===== config.mk =====
export PLATFORM = sky130hd
export DESIGN_NAME = key_debouncer
export DESIGN_NICKNAME = d
export VERILOG_FILES = /design/src/rtl/key_pkg.sv /design/src/rtl/key_debounce_ch.sv /design/src/rtl/key_debouncer.sv
export SDC_FILE = /design/constraint.sdc
export NUM_CORES = 1
export LEC_CHECK = 0
export BUFFER_PORTS_ARGS = -buffer_cell sky130_fd_sc_hd__buf_2
export CAP_MARGIN = 10
export CORE_ASPECT_RATIO = 1.4
export CORE_MARGIN = 10
export CORE_UTILIZATION = 55
export CTS_CLUSTER_SIZE = 8
export DETAILED_ROUTE_END_ITERATION = 10
export GPL_TIMING_DRIVEN = 1
export PLACE_DENSITY = 0.75
export SLEW_MARGIN = 20
export SYNTH_ARGS = -nofsm -noshare
export SYNTH_HDL_FRONTEND = slang
export SYNTH_SLANG_ARGS = --single-unit
export TNS_END_PERCENT = 20

===== constraint.sdc =====
create_clock -name clk -period 2 [get_ports clk]
set_input_delay 0.1 -clock clk [delete_from_list [all_inputs] [get_ports clk]]
set_output_delay 0.1 -clock clk [all_outputs]
set_load 0.05 [all_outputs]

===== src/rtl/key_pkg.sv =====
// Shared constants for the key debouncer: key indices, default timing and counter sizing.
package key_pkg;

  localparam int unsigned KEY_LEFT  = 0;
  localparam int unsigned KEY_RIGHT = 1;
  localparam int unsigned KEY_UP    = 2;
  localparam int unsigned KEY_FIRE  = 3;

  // 50 MHz board timing: 5 ms debounce, 0.5 s first repeat, 0.1 s repeat period.
  localparam int unsigned DebounceCycles50M = 250000;
  localparam int unsigned RepeatDelay50M    = 25000000;
  localparam int unsigned RepeatRate50M     = 5000000;

  localparam int unsigned DebounceCyclesSim = 8;
  localparam int unsigned RepeatDelaySim    = 20;
  localparam int unsigned RepeatRateSim     = 6;

  // Width that can hold 0 .. n-1; never less than one bit.
  function automatic int unsigned cnt_width(input int unsigned n);
    return (n <= 2) ? 1 : $clog2(n);
  endfunction

endpackage


===== src/rtl/key_debounce_ch.sv =====
// One key channel: 2-flop synchronizer, counter debounce filter, press/release strobes.
// Auto-repeat press strobes are built only when KEY_AUTOREPEAT_EN is defined.
module key_debounce_ch
  import key_pkg::*;
#(
  parameter int unsigned DebounceCycles = DebounceCyclesSim,
  parameter bit          ActiveLow      = 1'b1,
  parameter int unsigned RepeatDelay    = RepeatDelaySim,
  parameter int unsigned RepeatRate     = RepeatRateSim
) (
  input  logic clk_i,
  input  logic reset_i,
  input  logic pin_i,
  output logic level_o,
  output logic press_o,
  output logic release_o
);

  localparam int unsigned     CntW   = cnt_width(DebounceCycles);
  localparam logic [CntW-1:0] CntMax = CntW'(DebounceCycles - 1);

  logic            sync1_q, sync2_q;
  logic            s_q, s_d;
  logic            press_q, press_d;
  logic            release_q, release_d;
  logic [CntW-1:0] cnt_q, cnt_d;
  logic            n;

  assign n = sync2_q ^ ActiveLow;

`ifdef KEY_AUTOREPEAT_EN
  localparam int unsigned    RcMax    = (RepeatDelay > RepeatRate) ? RepeatDelay : RepeatRate;
  localparam int unsigned    RcW      = cnt_width(RcMax);
  localparam logic [RcW-1:0] DelayEnd = RcW'(RepeatDelay - 1);
  localparam logic [RcW-1:0] RateEnd  = RcW'(RepeatRate - 1);

  logic [RcW-1:0] rc_q, rc_d;
  logic           rep_q, rep_d;
`else
  logic unused_repeat;
  assign unused_repeat = ^{RepeatDelay, RepeatRate};
`endif

  always_comb begin
    s_d       = s_q;
    cnt_d     = cnt_q;
    press_d   = 1'b0;
    release_d = 1'b0;
    if (n == s_q) begin
      cnt_d = '0;
    end else if (cnt_q != CntMax) begin
      cnt_d = cnt_q + CntW'(1);
    end else begin
      s_d       = n;
      cnt_d     = '0;
      press_d   = n;
      release_d = ~n;
    end
`ifdef KEY_AUTOREPEAT_EN
    rc_d  = rc_q;
    rep_d = rep_q;
    // rc_q is 0 in the first cycle the key reads pressed, so the first repeat lands RepeatDelay later.
    if (!s_q || (s_d != s_q)) begin
      rc_d  = '0;
      rep_d = 1'b0;
    end else if ((!rep_q && rc_q == DelayEnd) || (rep_q && rc_q == RateEnd)) begin
      press_d = 1'b1;
      rc_d    = '0;
      rep_d   = 1'b1;
    end else begin
      rc_d = rc_q + RcW'(1);
    end
`endif
  end

  always_ff @(posedge clk_i) begin
    if (reset_i) begin
      sync1_q   <= ActiveLow;
      sync2_q   <= ActiveLow;
      s_q       <= 1'b0;
      cnt_q     <= '0;
      press_q   <= 1'b0;
      release_q <= 1'b0;
`ifdef KEY_AUTOREPEAT_EN
      rc_q      <= '0;
      rep_q     <= 1'b0;
`endif
    end else begin
      sync1_q   <= pin_i;
      sync2_q   <= sync1_q;
      s_q       <= s_d;
      cnt_q     <= cnt_d;
      press_q   <= press_d;
      release_q <= release_d;
`ifdef KEY_AUTOREPEAT_EN
      rc_q      <= rc_d;
      rep_q     <= rep_d;
`endif
    end
  end

  assign level_o   = s_q;
  assign press_o   = press_q;
  assign release_o = release_q;

endmodule


===== src/rtl/key_debouncer.sv =====
// Debounces NKEYS raw button pins into clean levels plus press/release strobes.
// Optional auto-repeat press strobes: define KEY_AUTOREPEAT_EN.
module key_debouncer
  import key_pkg::*;
#(
  parameter int unsigned NKEYS           = 4,
  parameter int unsigned DEBOUNCE_CYCLES = DebounceCycles50M,
  parameter bit          ACTIVE_LOW      = 1'b1,
  parameter int unsigned REPEAT_DELAY    = RepeatDelay50M,
  parameter int unsigned REPEAT_RATE     = RepeatRate50M
) (
  input  logic             clk,
  input  logic             reset,
  input  logic [NKEYS-1:0] keys_raw,
  output logic [NKEYS-1:0] keys,
  output logic [NKEYS-1:0] keys_press,
  output logic [NKEYS-1:0] keys_release
);

  for (genvar i = 0; i < NKEYS; i++) begin : g_ch
    key_debounce_ch #(
      .DebounceCycles (DEBOUNCE_CYCLES),
      .ActiveLow      (ACTIVE_LOW),
      .RepeatDelay    (REPEAT_DELAY),
      .RepeatRate     (REPEAT_RATE)
    ) u_ch (
      .clk_i     (clk),
      .reset_i   (reset),
      .pin_i     (keys_raw[i]),
      .level_o   (keys[i]),
      .press_o   (keys_press[i]),
      .release_o (keys_release[i])
    );
  end

endmodule


Word level (Yosys, flattened, before mapping) --
Cells that the tools add are included. W data, S select, Z words.
Word-level totals: flip-flop bits (word level) 92, bits of input ports 6, output and inout port bits 12, word-level logic and storage cells 60
Operators by class: add/subtract/negate cells 4, equality and inequality tests 8, bitwise gates (word level) 12, reduce and logical (&&, ||, !) cells 12
Operators by type and width (number):
- $add A18 B1 Y18 const B | 4
- $ne A18 B18 Y1 const B | 4
- $reduce_or A3 Y1 | 8
- $not A1 Y1 | 12
- $reduce_and A2 Y1 | 4
- $eq A1 B1 Y1 | 4

Depth between registers and ports, before layout --
depth in word-level cells 4, mapped depth 6, mapped depth without buffers 5

Cells and area by module --
A second synthesis with hierarchy kept.
Unflattened totals: cells, all modules 440, area total of the unflattened synthesis 3953.8 sq um
Modules (own cells, without submodules):
- key_debounce_ch | times used 4, cells an instance 110, area each 988.4 sq um, seq. area each 460.4 sq um

Worst setup path before layout --
Ideal clock, no wire load.
path kind register to register, from reg g_ch[0].u_ch.cnt_q[9], to reg g_ch[0].u_ch.cnt_q[16], setup time 115 ps, data arrival time 1807 ps, data required time 1885 ps, path slack 79 ps, stages on the path, launching flop included 6, buffers on the path 1, clock period less this slack 1921 ps, cells stage by stage dfxtp_1 -> or4_1 -> or4_4 -> o21ai_4 -> buf_6 -> nor2_1
On the way: longest elaborated chain between the ends 3, elaborated cells between the ends (all ways) 4, classes of those cells 1 x add/sub; 1 x eq/ne; 1 x bitwise; 1 x reduce/logical
RTL lines:
- start: declaration | line key_debounce_ch.sv:26 | logic [CntW-1:0] cnt_q, cnt_d;
- start signal: assignment | line key_debounce_ch.sv:92 | cnt_q <= cnt_d;
- branches (longest 3 deep; another with $add A18 B1 Y18)
Parallel ways; which one is timed is not known. A chain may end at the register's enable or synchronous reset.

Worst setup path after layout --
from reg g_ch[0].u_ch.cnt_q[11], to reg g_ch[0].u_ch.cnt_q[9]
On the way: longest elaborated chain between the ends 3
RTL lines:
- $ne A18 B18 Y1 | line key_debounce_ch.sv:51 | end else if (cnt_q != CntMax) begin
- $not A1 Y1 (no source line)
- $reduce_or A3 Y1 (no source line)
Every way passes these cells.

==> impl_table.tex <==
\begin{tabular}{lr}
\hline
Metric & Value \\
\hline
\multicolumn{2}{l}{\textbf{Timing}} \\
Normalized max-slew margin & 62.0\% \\
Final worst path period need & 1.88 ns \\
Setup tns final & 0 ns \\
Final hold violations & 0 \\
Clock Skews & 0.00994 ns \\
Minimum hold slack & 0.175 ns \\
Finish-stage setup viols & 0 \\
Final max-slew violation count & 0 \\
Post-route worst setup slack & 0.117 ns \\
Highest achievable clock rate & 0.531 GHz \\
Worst-margin pin slew & 0.564 ns \\
Setup repair after global routing missed its margin & no \\
Post-route clock period utilization & 94.2\% \\
\multicolumn{2}{l}{\textbf{Synthesis}} \\
Post-synthesis net count & 460 \\
Largest cells by area after synthesis & dfxtp\_1 46\%, xnor2\_1 9.0\%, nor2\_1 7.2\% \\
Distinct cells, synth & 36 \\
Mapped Cells & 450 \\
Fraction of synthesis flops using an asynchronous set or reset pin & 0\% \\
Share of the yosys chip area belonging to registers & 46.1\% \\
Cell type contributing the most total cell area after synthesis & dfxtp\_1 \\
Most instantiated cells after synthesis & 92 x dfxtp\_1, 77 x nor2\_1, 41 x xnor2\_1 \\
Top FF cell, synth & dfxtp\_1 \\
Count of synthesis-stage warnings from yosys & 0 \\
Flop and latch count out of synthesis & 92 \\
Cell with the most instances after synthesis & dfxtp\_1 \\
Number of flops mapped to enable cells by yosys & 0 \\
Post-Syn Area & 4000 µm² \\
Average cell area after synthesis & 8.88 µm² \\
Combinational family with the most area after synthesis & simple AND/OR/NAND/NOR gates \\
Mux contribution to synthesized area & 0\% \\
Share of the synthesized area in compound gates (AO/OA/AOI/OAI) & 4.38\% \\
Post-synthesis share of cell area spent on full adders, half adders and majority gates & 1.25\% \\
Area share of the largest cell type after synthesis & 46.1\% \\
Share of synthesized cell area in and, or, nand and nor gates & 30.7\% \\
Xor/xnor cell area share of the yosys netlist & 13.2\% \\
\multicolumn{2}{l}{\textbf{Pwr}} \\
Clk pwr share & 36.5\% \\
LEAKAGE & 1.36 nW \\
Sw frac & 22.2\% \\
Internal power consumption & 2.32 mW \\
Reported net switching power & 0.662 mW \\
Ratio of total power to cell area & 679 nW/µm² \\
Combinational share of power & 1.6\% \\
Fraction of power consumed by sequential logic & 62.0\% \\
Worst IR Drop VDD & 0.457 mV \\
\multicolumn{2}{l}{\textbf{Worst setup path}} \\
Flop2flop setup slack & 0.12 ns \\
Max Fanout on Critical Path & 16 \\
Type of element launching the critical path & register \\
CP Data Required Time & 2.25 ns \\
Endpoint type of the worst setup path & register \\
Path depth of the worst reg2reg path & 5 \\
Classification of the worst setup path & register to register \\
CP Data Arrival Time & 2.14 ns \\
\multicolumn{2}{l}{\textbf{GRT}} \\
Total global routing track utilization & 13.9\% \\
Grt met3 use & 3.78\% \\
Wire length of the first global-routing pass & 13100 µm \\
Maximum number of pins on one net before global-route repair & 24 \\
Global routing usage on met2 & 24.2\% \\
GRT Residual Overflow & 0 \\
Most utilized layer in the global route result & met2 \\
Number of global-route vias before repair & 3017 \\
Met1 routing resource usage after global routing & 15.9\% \\
Initial antenna violation count & 0 \\
\multicolumn{2}{l}{\textbf{Routing}} \\
Number of nets with antenna violations after detailed routing & 0 \\
WL per Instance & 12.6 µm \\
Total number of vias & 3151 \\
First drt pass iteration count & 4 \\
Wire length reported by the detailed router & 7240 µm \\
Residual DRC & 0 \\
Via/cell ratio & 5.49 \\
Number of violations reported at the end of detailed-routing iteration 0 & 138 \\
\multicolumn{2}{l}{\textbf{Min path}} \\
Instance count along the most critical hold path & 2 \\
Tightest Hold Check Type & input port to register \\
\multicolumn{2}{l}{\textbf{Die}} \\
Initial Util & 56.9\% \\
Count of pins on the block boundary & 18 \\
Die Span X & 92.0 µm \\
Std-Cell Rows & 36 \\
Core footprint & 7030 µm² \\
Die ar. & 11100 µm² \\
Die span in y & 121 µm \\
\multicolumn{2}{l}{\textbf{Clocking}} \\
Clk buf depth & 2 \\
Cts bufs inserted & 9 \\
Root buffer cell & clkbuf\_8 \\
Clock latency reported for the late side of the worst-skew pair & 0.36 ns \\
CTS Sinks & 92 \\
H-tree depth reported by CTS & 3 \\
Clk slew on worst S/H paths & 0.09 ns \\
CTS tree & done \\
\multicolumn{2}{l}{\textbf{Place}} \\
Global placer's final weighted congestion & 0.907 \\
Buffers on Ports & 17 \\
Setup slack at placement & 0.129 ns \\
DP Wirelength & 5250 µm \\
\multicolumn{2}{l}{\textbf{Finish}} \\
Layout overhead on the synthesized area & 9.93\% \\
Nets@finish & 484 \\
Antenna cells & 0 \\
Ratio of cells with drive above 1 in the final layout & 12.5\% \\
\multicolumn{2}{l}{\textbf{Outcome}} \\
Result of the run & finished, final reports clean \\
\multicolumn{2}{l}{\textbf{Run}} \\
Max-capacitance violation count & 0 \\
\hline
\end{tabular}
path summary, 6_finish.rpt:
check                                            start                     to
worst max-delay path            g_ch[0].u_ch.cnt_q[11]  g_ch[0].u_ch.cnt_q[9]
worst min register to register    g_ch[1].u_ch.sync1_q   g_ch[1].u_ch.sync2_q
worst max register to register  g_ch[0].u_ch.cnt_q[11]  g_ch[0].u_ch.cnt_q[9]
worst min-delay path                             reset   g_ch[3].u_ch.level_o
sequential cells by signal, summed over array words and instances, names as in the netlist:
| name | flops |
|---|---|
| g_ch.u_ch.cnt_q | 72 |
| g_ch.u_ch.level_o | 4 |
| g_ch.u_ch.press_o | 4 |
| g_ch.u_ch.release_o | 4 |
| g_ch.u_ch.sync1_q | 4 |
| g_ch.u_ch.sync2_q | 4 |
layer usage:
layer,vias to the layer above,wire length (µm)
met5,-,0
met4,0,90
met3,10,285
met2,49,3620
met1,1470,3250
li1,1622,-
metrics by stage:
step           std cells  util (%)  power (mW)  instance area (µm²)
3_3_place_gp         554      59.5        1.93                 4180
6_report             574      62.5        2.98                 4390
3_5_place_dp         554      59.5        1.93                 4180
5_1_grt              574      62.5        3.11                 4390
4_1_cts              574      62.5        3.02                 4390
2_1_floorplan        450         -        1.91                 4000
area by class of cell:
cell class                      instances  area, µm²
Clock inverter                          5       37.5
Tap cell                               95        119
Sequential cell                        92       1840
Timing Repair Buffer                   36        250
Inverter                                9       33.8
Fill cell                             620       2640
Multi-Input combinational cell        326       1980
Clock buffer                           11        131
power groups by stage:
| stage | registers [mW] | logic [mW] | clock network, mW |
|---|---|---|---|
| after global placement | 1.89 | 0.0409 | 0 |
| after global routing | 1.85 | 0.0537 | 1.20 |
| after detailed placement | 1.89 | 0.0419 | 0 |
| final | 1.85 | 0.0475 | 1.09 |
| after CTS | 1.85 | 0.0479 | 1.13 |
| after floorplan | 1.89 | 0.0259 | 0 |
worst max-delay path, stage by stage (launching register included):
cell and delay [ns]:
dfxtp_1 0.36, or4_1 0.50, or4_4 0.55, o21ai_4 0.16
buf_12 0.15, nor2_1 0.05
logic make-up after synthesis:
family | Yosys count
buffers and inverters | 32
xor gates and xnor gates | 60
and+or+nand+nor | 235
AOI/OAI and AO/OA | 27
DFF | 92
adders and majority gates | 4
placed cells by master, fill, tap and decap left out, drive strengths merged, types with 9 or more instances in the layout:
master | Yosys | routed
buf | 15 | 32
dfxtp | 92 | 92
or2 | 9 | 9
clkbuf | 8 | 11
a21oi | 10 | 10
nor4 | 22 | 22
nand2 | 20 | 20
xnor2 | 41 | 41
and3 | 10 | 10
nand3 | 28 | 28
nand4 | 20 | 20
inv | 9 | 10
nor2 | 77 | 77
xor2 | 19 | 19
nor3 | 16 | 16
repair_timing:
item / in CTS / in global routing
resized for setup: 0 / 0
hold buffers: 4 / 0
hold endpoints to repair: 4 / 0
setup buffers: 0 / 0
No activity file was read; power rests on OpenSTA's default activity.
